<file path="config.mk">
export PLATFORM = sky130hd
export DESIGN_NAME = uart_tx_fifo_flat
export DESIGN_NICKNAME = d
export VERILOG_FILES = /design/src/rtl/uart_tx_fifo_pkg.sv /design/src/rtl/uart_tx_fifo_if.sv /design/src/rtl/uart_tx_fifo_sync_byte_fifo.sv /design/src/rtl/uart_tx_fifo.sv /design/src/flat_wrapper.sv
export SDC_FILE = /design/constraint.sdc
export NUM_CORES = 1
export LEC_CHECK = 0
export BUFFER_PORTS_ARGS = -buffer_cell sky130_fd_sc_hd__buf_2
export CAP_MARGIN = 10
export CORE_MARGIN = 1.5
export CORE_UTILIZATION = 35
export DETAILED_ROUTE_END_ITERATION = 6
export GPL_ROUTABILITY_DRIVEN = 0
export PLACE_DENSITY = 0.52
export SYNTH_ARGS = -nofsm -noshare
export SYNTH_HDL_FRONTEND = slang
export SYNTH_SLANG_ARGS = --single-unit
export TNS_END_PERCENT = 1
</file>
<file path="constraint.sdc">
create_clock -name CLK -period 3.57 [get_ports CLK]
set_input_delay 0.714 -clock CLK [delete_from_list [all_inputs] [get_ports CLK]]
set_output_delay 0.714 -clock CLK [all_outputs]
set_load 0.03 [all_outputs]
</file>
<file path="src/rtl/uart_tx_fifo_pkg.sv">
// rtl/uart_tx_fifo_pkg.sv - shared state encoding, frame constants and divider helper
// Even parity is enabled by defining UART_TX_PARITY_EN.
package uart_pkg;

  typedef enum logic [2:0] {
    S_IDLE,
    S_START,
    S_DATA,
    S_PARITY,
    S_STOP
  } tx_state_t;

  localparam int DATA_BITS = 8;
  localparam int STOP_BITS = 1;

  function automatic int calc_div(input int clk_hz, input int baud);
    return clk_hz / baud;
  endfunction

endpackage

</file>
<file path="src/rtl/uart_tx_fifo_if.sv">
// rtl/uart_tx_fifo_if.sv - byte handshake between the receive path and uart_tx_fifo
interface uart_tx_fifo_if;

  logic [7:0] char_in;
  logic       receive;
  logic       received;

  modport master (output char_in, output receive, input received);
  modport slave  (input char_in, input receive, output received);

endinterface

</file>
<file path="src/rtl/uart_tx_fifo_sync_byte_fifo.sv">
// rtl/uart_tx_fifo_sync_byte_fifo.sv - DEPTH x 8 synchronous FIFO, first-word fall-through
module sync_byte_fifo #(
  parameter int DEPTH = 16
) (
  input  logic                   CLK,
  input  logic                   RST,
  input  logic                   push,
  input  logic [7:0]             wr_data,
  input  logic                   pop,
  output logic [7:0]             rd_data,
  output logic                   full,
  output logic                   empty,
  output logic [$clog2(DEPTH):0] level
);

  localparam int AW = $clog2(DEPTH);

  logic [7:0]  mem [DEPTH];
  logic [AW:0] wr_ptr;
  logic [AW:0] rd_ptr;
  logic        do_push;
  logic        do_pop;

  // Extra pointer MSB separates full (MSBs differ) from empty (all equal).
  assign empty   = (wr_ptr == rd_ptr);
  assign full    = (wr_ptr[AW] != rd_ptr[AW]) && (wr_ptr[AW-1:0] == rd_ptr[AW-1:0]);
  assign do_push = push && !full;
  assign do_pop  = pop && !empty;
  assign level   = wr_ptr - rd_ptr;
  assign rd_data = mem[rd_ptr[AW-1:0]];

  always_ff @(posedge CLK) begin
    if (RST) begin
      wr_ptr <= '0;
      rd_ptr <= '0;
    end else begin
      if (do_push) wr_ptr <= wr_ptr + (AW+1)'(1);
      if (do_pop)  rd_ptr <= rd_ptr + (AW+1)'(1);
    end
  end

  always_ff @(posedge CLK) begin
    if (do_push) mem[wr_ptr[AW-1:0]] <= wr_data;
  end

endmodule

</file>
<file path="src/rtl/uart_tx_fifo.sv">
// rtl/uart_tx_fifo.sv - buffered 8N1 UART transmitter fed by the receive/received handshake
// Define UART_TX_PARITY_EN to insert an even-parity bit before stop.
module uart_tx_fifo
  import uart_pkg::*;
#(
  parameter int CLK_HZ     = 12000000,
  parameter int BAUD       = 9600,
  parameter int FIFO_DEPTH = 16
) (
  input  logic                        CLK,
  input  logic                        RST,
  uart_tx_fifo_if.slave               up,
  output logic                        tx,
  output logic                        busy,
  output logic [$clog2(FIFO_DEPTH):0] fifo_level
);

  localparam int              DIV      = calc_div(CLK_HZ, BAUD);
  localparam int              CW       = (DIV > 1) ? $clog2(DIV) : 1;
  localparam logic [CW-1:0]   CNT_LAST = CW'(DIV - 1);
  localparam logic [2:0]      LAST_BIT = 3'(DATA_BITS - 1);

  tx_state_t   state_q, state_d;
  logic [CW-1:0] cnt_q, cnt_d;
  logic [2:0]  bit_idx_q, bit_idx_d;
  logic [7:0]  shift_q, shift_d;
  logic        tx_d;
  logic        received_q;
  logic        accept;
  logic        pop;
  logic        bit_end;
  logic [7:0]  rd_data;
  logic        full;
  logic        empty;
`ifdef UART_TX_PARITY_EN
  logic        parity_q, parity_d;
`endif

  // Fullness is the pre-pop value, so a push that coincides with a pop on a full FIFO waits a cycle.
  assign accept      = up.receive && !full && !received_q;
  assign up.received = received_q;
  assign bit_end     = (cnt_q == CNT_LAST);
  assign busy        = (state_q != S_IDLE) || !empty;

  sync_byte_fifo #(
    .DEPTH (FIFO_DEPTH)
  ) u_fifo (
    .CLK     (CLK),
    .RST     (RST),
    .push    (accept),
    .wr_data (up.char_in),
    .pop     (pop),
    .rd_data (rd_data),
    .full    (full),
    .empty   (empty),
    .level   (fifo_level)
  );

  always_comb begin
    state_d   = state_q;
    shift_d   = shift_q;
    bit_idx_d = bit_idx_q;
    pop       = 1'b0;
`ifdef UART_TX_PARITY_EN
    parity_d  = parity_q;
`endif
    unique case (state_q)
      S_IDLE: begin
        if (!empty) begin
          pop     = 1'b1;
          shift_d = rd_data;
          state_d = S_START;
        end
      end
      S_START: begin
        if (bit_end) begin
          state_d   = S_DATA;
          bit_idx_d = '0;
        end
      end
      S_DATA: begin
        if (bit_end) begin
          shift_d   = shift_q >> 1;
          bit_idx_d = bit_idx_q + 3'd1;
          if (bit_idx_q == LAST_BIT) begin
`ifdef UART_TX_PARITY_EN
            state_d = S_PARITY;
`else
            state_d = S_STOP;
`endif
          end
        end
      end
`ifdef UART_TX_PARITY_EN
      S_PARITY: begin
        if (bit_end) state_d = S_STOP;
      end
`endif
      S_STOP: begin
        // Chain straight into the next start bit when data is waiting.
        if (bit_end) begin
          if (!empty) begin
            pop     = 1'b1;
            shift_d = rd_data;
            state_d = S_START;
          end else begin
            state_d = S_IDLE;
          end
        end
      end
      default: state_d = S_IDLE;
    endcase

`ifdef UART_TX_PARITY_EN
    if (pop) parity_d = ^rd_data;
`endif

    // Restart the bit timer on every state entry so each bit lasts exactly DIV cycles.
    if ((state_q == S_IDLE) || (state_d != state_q) || bit_end) cnt_d = '0;
    else                                                      cnt_d = cnt_q + CW'(1);

    tx_d = 1'b1;
    unique case (state_d)
      S_START:  tx_d = 1'b0;
      S_DATA:   tx_d = shift_d[0];
`ifdef UART_TX_PARITY_EN
      S_PARITY: tx_d = parity_d;
`endif
      default:  tx_d = 1'b1;
    endcase
  end

  always_ff @(posedge CLK) begin
    if (RST) begin
      state_q    <= S_IDLE;
      cnt_q      <= '0;
      bit_idx_q  <= '0;
      shift_q    <= '0;
      tx         <= 1'b1;
      received_q <= 1'b0;
`ifdef UART_TX_PARITY_EN
      parity_q   <= 1'b0;
`endif
    end else begin
      state_q    <= state_d;
      cnt_q      <= cnt_d;
      bit_idx_q  <= bit_idx_d;
      shift_q    <= shift_d;
      tx         <= tx_d;
      received_q <= accept;
`ifdef UART_TX_PARITY_EN
      parity_q   <= parity_d;
`endif
    end
  end

endmodule

</file>
<file path="src/flat_wrapper.sv">
// flat-port wrapper written by rule: the top's interface ports become plain ports
module uart_tx_fifo_flat import uart_pkg::*;
#(
  parameter int CLK_HZ     = 12000000,
  parameter int BAUD       = 9600,
  parameter int FIFO_DEPTH = 16
)
  (CLK, RST, tx, busy, fifo_level, up_char_in, up_receive, up_received);
  uart_tx_fifo_if up_i ();
  input  logic CLK;
  input  logic RST;
  output logic tx;
  output logic busy;
  output logic [$clog2(FIFO_DEPTH):0] fifo_level;
  input wire logic [$bits(up_i.char_in)-1:0] up_char_in;
  input wire logic [$bits(up_i.receive)-1:0] up_receive;
  output wire logic [$bits(up_i.received)-1:0] up_received;
  assign up_i.char_in = up_char_in;
  assign up_i.receive = up_receive;
  assign up_received = up_i.received;
  uart_tx_fifo #(.CLK_HZ(CLK_HZ), .BAUD(BAUD), .FIFO_DEPTH(FIFO_DEPTH)) u_core (.CLK(CLK), .RST(RST), .up(up_i), .tx(tx), .busy(busy), .fifo_level(fifo_level));
endmodule
</file>
# Word-level counts from Yosys, hierarchy flattened
# Memories as Yosys holds them, arrays and structs flattened. A register that Yosys moved wholly into a read port is not among the register bits.
# Index checks and enable logic that the tools add are counted.
# W data, S select, Z words.
dict set report classes {
  add_sub_neg 5
  muxes 22
  n_reduce_logical 18
  n_eq_ne 14
}
# operator n
set ops {}
lappend ops {{$mux W8} 3}
lappend ops {{$pmux W8 S3} 1}
lappend ops {{$mux W3} 7}
lappend ops {{$pmux W3 S4} 1}
lappend ops {{$add A11 B1 Y11 const B} 1}
lappend ops {{$eq A11 B11 Y1 const B} 1}
lappend ops {{$add A5 B1 Y5 const B} 2}
lappend ops {{$mux W4} 2}
lappend ops {{$eq A3 B1 Y1 const B} 2}
lappend ops {{$eq A3 B2 Y1 const B} 2}
lappend ops {{$eq A3 B3 Y1 const B} 2}
lappend ops {{$ne A2 B1 Y1 const B} 3}
lappend ops {{$pmux W3 S2} 1}
lappend ops {{$reduce_and A3 Y1} 2}
lappend ops {{$reduce_bool A3 Y1} 2}
lappend ops {{$eq A5 B5 Y1} 1}
lappend ops {{$logic_and A1 B1 Y1} 5}
lappend ops {{$mux W1} 5}
lappend ops {{$sub A5 B5 Y5} 1}
lappend ops {{$eq A4 B4 Y1} 1}
lappend ops {{$pmux W1 S2} 2}
lappend ops {{$add A3 B1 Y3 const B} 1}
lappend ops {{$logic_not A1 Y1} 3}
lappend ops {{$logic_not A3 Y1} 1}
lappend ops {{other kinds (5)} 7}
dict set report totals {
  wordCells 69
  ff_bits 37
  mem_count 1
  ramBits 128
}
# memory depth width read_ports rd_clocked_by_memory_dff wr line_no
set mem_list {}
lappend mem_list {u_core.u_fifo.mem 16 8 1 1 1 uart_tx_fifo_sync_byte_fifo.sv:18} ;# logic [7:0] mem [DEPTH];

# Depth between registers and ports, before layout
dict set report depth {
  depth_word 8
  mapped_depth 7
}

# By module
# From an unflattened synthesis, not the netlist that was laid out.
dict set report unflattened {
  hier_cells 454
  hier_area_um2 7049.3
}
# module seq_area_each_um2 cells_per_inst area_per_inst_um2 n_inst
set by_module_without_submodules {}
lappend by_module_without_submodules {sync_byte_fifo 4124.0 304 5659.2 1}
lappend by_module_without_submodules {uart_tx_fifo 540.5 150 1390.1 1}

# Least setup slack after synthesis
# No wires, ideal clock.
dict set report synth_path {
  path_type {register to output}
  start {register u_core.u_fifo.wr_ptr[0]}
  end {output port fifo_level[4]}
  path_slack_ns 1.022
  arrival_time_ns 1.834
  required_ns 2.856
  stages_incl_launch_ff 8
  n_path_buf 0
  cell_sequence {dfxtp_1 -> inv_1 -> ha_1 -> fa_1 -> inv_1 -> a21o_1 -> a21oi_1 -> xnor2_1}
}
dict set report synth_via {
  elab_chain_len 1
}
# element line_no
set synth_lines {}
lappend synth_lines {{start, declared} uart_tx_fifo_sync_byte_fifo.sv:19} ;# logic [AW:0] wr_ptr;
lappend synth_lines {{start signal, assigned} uart_tx_fifo_sync_byte_fifo.sv:37} ;# if (do_push) wr_ptr <= wr_ptr + (AW+1)'(1);
lappend synth_lines {{$sub A5 B5 Y5} uart_tx_fifo_sync_byte_fifo.sv:29} ;# assign level = wr_ptr - rd_ptr;
lappend synth_lines {{end, declared} flat_wrapper.sv:14} ;# output logic [$clog2(FIFO_DEPTH):0] fifo_level;
# Every way passes these cells.

# Final worst setup path
# Same ends and word-level chain as after synthesis.

==> results.yml <==
critical_path:
  worst-endpoint-arrival_ns: 2.24
  critPathCaptureType: "output pin"
  critical_path.startpoint: "u_core.u_fifo.wr_ptr[0]"
  worstPathMaxFanout: 5
  reg2reg_setup_slack_ns: 0.77
  reg2reg_launch_point: "u_core.u_fifo.wr_ptr[3]"
  worst_r2r_path_depth: 5
  critPathLaunchType: "flip-flop"
  r2r-end: "u_core.u_fifo.mem[5][5]"
  type_of_the_setup_path_with_the_least_slack: "flip-flop to output pin"
  worstPathRequired_ns: 2.86
yosys:
  async_sr_flop_fraction_pct: 0
  syn_avg_cell_area_um2: 15.3
  edff_count_synth: 128
  cell_area_synth_um2: 6940
  synthCells: 453
  syn-num-nets: 478
  most_used_flip_flop_cell_after_synthesis: "edfxtp_1"
  seq_area_frac_synth_pct: 67.2
  yosys_warnings: 0
  yosys_register_bits: 169
  synth.lib_cells_used.distinct: 58
timing:
  fmaxAchievable_ghz: 0.339
  final_critical_period_ns: 2.95
  clock-skew-final_ns: 0.0101
  setup_repair_after_global_routing_missed_its_margin: "no"
  fin_tns_setup_ns: 0
  report.final.hold_viol_count: 0
  tightest_slew_ns: 0.853
  setup_viol: 0
  fin_ws_ns: 0.619
  layout_worst_path_cycle_share_pct: 82.7
  hold_ws_ns: 0.474
  max_slew_margin_pct: 43.0
  timing_max_transition_violations_final: 0
grt:
  antenna_found_initial: 0
  grt_first_pass_wirelength_um: 22700
  overflow: 0
  grt_max_degree: 45
  grtUsageTotal_pct: 15.3
  via_count_of_the_first_global_routing_pass: 3837
pwr:
  combPwrFrac_pct: 18.6
  switching_share_pct: 28.0
  internal_power_mw: 3.66
  max-vdd-ir-drop_v: 0.000321
  total_power_mw: 5.08
  total_leakage_power_nw: 2.61
  power-per-cell-area_nw_per_um2: 643
  clkPwrFrac_pct: 36.3
  seqPwrFrac_pct: 45.0
  net-switching-power_mw: 1.42
placement:
  dp_hpwl_um: 9920
  dpl_cell_area_um2: 7310
  pre_cts_ws_ns: 0.821
  portBuffers: 18
routing:
  via_per_inst: 5.09
  wl_um: 14700
  detail_route.wl_per_cell_um: 19.4
  antenna_violating_nets_post_route: 0
  detail_route.drc_violations: 0
  routed-via-count: 3850
  drtPass1Iterations: 5
  drt_first_iter_violations: 346
clock_tree:
  post_cts_resized: 0
  cts-hold-fix-buffers: 0
  clkSlewWorstSetupHoldPaths_ns: 0.07
  numClockSinks: 169
  cts-htree-levels: 4
  tritoncts: "yes"
  worst_skew_pair.late_latency_ns: 0.43
  max-clock-path-buffers: 2
  post-cts-setup-buffers: 0
  num_cts_buffers: 17
  ctsRootBufferMaster: "clkbuf_16"
cells_and_area:
  postLayoutCellArea_um2: 7900
  seqCellArea_um2: 4670
  layout.nets: 503
  drive_above_1_share_pct: 17.1
  n_fill_cell: 1786
  number_of_diodes_added_for_antenna_fixing: 0
  area_growth_syn_to_layout_pct: 13.8
  multi_input_comb_area_um2: 2100
hold_path:
  hp-start: "u_core.shift_q[7]"
  hold_class: "flip-flop to flip-flop"
  hold_path_stages: 1
  endpoint_worst_hold: "u_core.shift_q[7]"
floorplanning:
  fp-row-count: 51
  chipHeight_um: 144
  start_util_pct: 35.7
  io-pin-count: 19
  core_um2: 19500
  die_x_um: 144
  floorplan.die_area_um2: 20700
job:
  timing.max_cap.violations: 0
status:
  status: "finished clean"
==> Yosys cell counts, types with 7 or more instances <==
library cell,n,area (um^2)
edfxtp_1,128,3840
nor2_1,44,165
dfxtp_1,41,821
mux2i_1,26,260
mux4_2,20,450
a21oi_1,15,75.1
inv_1,15,56.3
ha_1,13,163
a221oi_1,12,105
nand2_1,12,45.0
xnor2_1,12,105
clkbuf_1,8,30.0
nand3_1,8,40.0
xor2_1,8,70.1
o21ai_0,7,35.0
==> layer usage <==
metal / GRT usage (%) / vias up / part of all wire, %
met4: 6.39 / 0 / 2.3
li1: - / 1783 / -
met2: 22.9 / 82 / 46
met1: 21.3 / 1962 / 48
met5: 0 / - / 0
met3: 3.40 / 23 / 3.6
==> placed cells by master (no fill, tap or decap), types with 3 or more instances in the layout <==
cell       count
nand4_1        3
nor2b_1        4
and2_1         4
dfxtp_1       40
nand3_1        8
nand2b_1       5
mux2i_1       26
a221oi_1      12
nand2_1       12
o21ai_0        7
inv_6          3
inv_8          3
a22oi_1        6
a21o_1         4
xor2_1         8
nor3_1         6
inv_1         15
edfxtp_1     128
a221o_1        6
clkbuf_16     17
nor2_1        44
a21oi_1       15
and3_1         5
buf_2         18
ha_1          13
mux4_2        20
xnor2_1       12
buf_4          5
==> metrics by stage <==
| step | cells | utilization [%] |
|---|---|---|
| 2_1_floorplan | 453 | - |
| 3_3_place_gp | 724 | 37.6 |
| 3_5_place_dp | 724 | 37.6 |
| 4_1_cts | 756 | 40.6 |
| 5_1_grt | 756 | 40.6 |
| 6_report | 756 | 40.6 |
==> final cells by class <==
class	instances	share of cell area [%]
Clock buffer	18	5.43
Clock inverter	14	2.06
Inverter	16	0.760
Multi-Input combinational cell	250	26.6
Sequential cell	169	59.1
Tap cell	265	4.20
Timing Repair Buffer	24	1.87
==> registers in the layout, summed over array words and instances, names as in the netlist, named ones only <==
name	count
u_core.up.received	1
u_core.state_q	3
u_core.bit_idx_q	3
u_core.u_fifo.wr_ptr	5
u_core.tx	1
u_core.u_fifo.rd_ptr	5
u_core.u_fifo.mem	128
u_core.shift_q	8
u_core.cnt_q	11
==> worst max-delay path by stage <==
stage	to	slack, ns	cells after the start
after detailed placement	u_core.u_fifo.mem[5][5]	0.82	5
after global placement	u_core.u_fifo.mem[5][1]	0.94	5
after global routing	fifo_level[4]	0.47	8
after floorplan	fifo_level[4]	1.02	7
after CTS	fifo_level[4]	0.60	8
final	fifo_level[4]	0.62	8
==> logic make-up after synthesis <==
family / Yosys count / synth area share [%]
XOR/XNOR: 20 / 2.52
flip-flops: 169 / 67.2
adder cells (fa/ha/maj): 14 / 2.63
AO/OA/AOI/OAI: 66 / 6.88
AND/OR/NAND/NOR: 101 / 7.32
multiplexers: 49 / 10.9
buffers and inverters: 34 / 2.52
==> worst max-delay path: stages (launching register included) <==
cell	delay (ns)
dfxtp_1	0.42
inv_1	0.12
ha_1	0.24
fa_1	0.40
inv_1	0.07
a21o_1	0.11
a21oi_1	0.08
xnor2_1	0.15
buf_2	0.22
==> power by group through the flow <==
stage	Sequential [mW]	Combinational, mW	Clock (mW)
after floorplan	2.29	0.738	0
after global placement	2.33	0.950	0
after detailed placement	2.33	0.954	0
after CTS	2.29	0.960	1.88
after global routing	2.30	1.03	1.96
final	2.29	0.947	1.84
No activity file was read; power rests on OpenSTA's default activity.
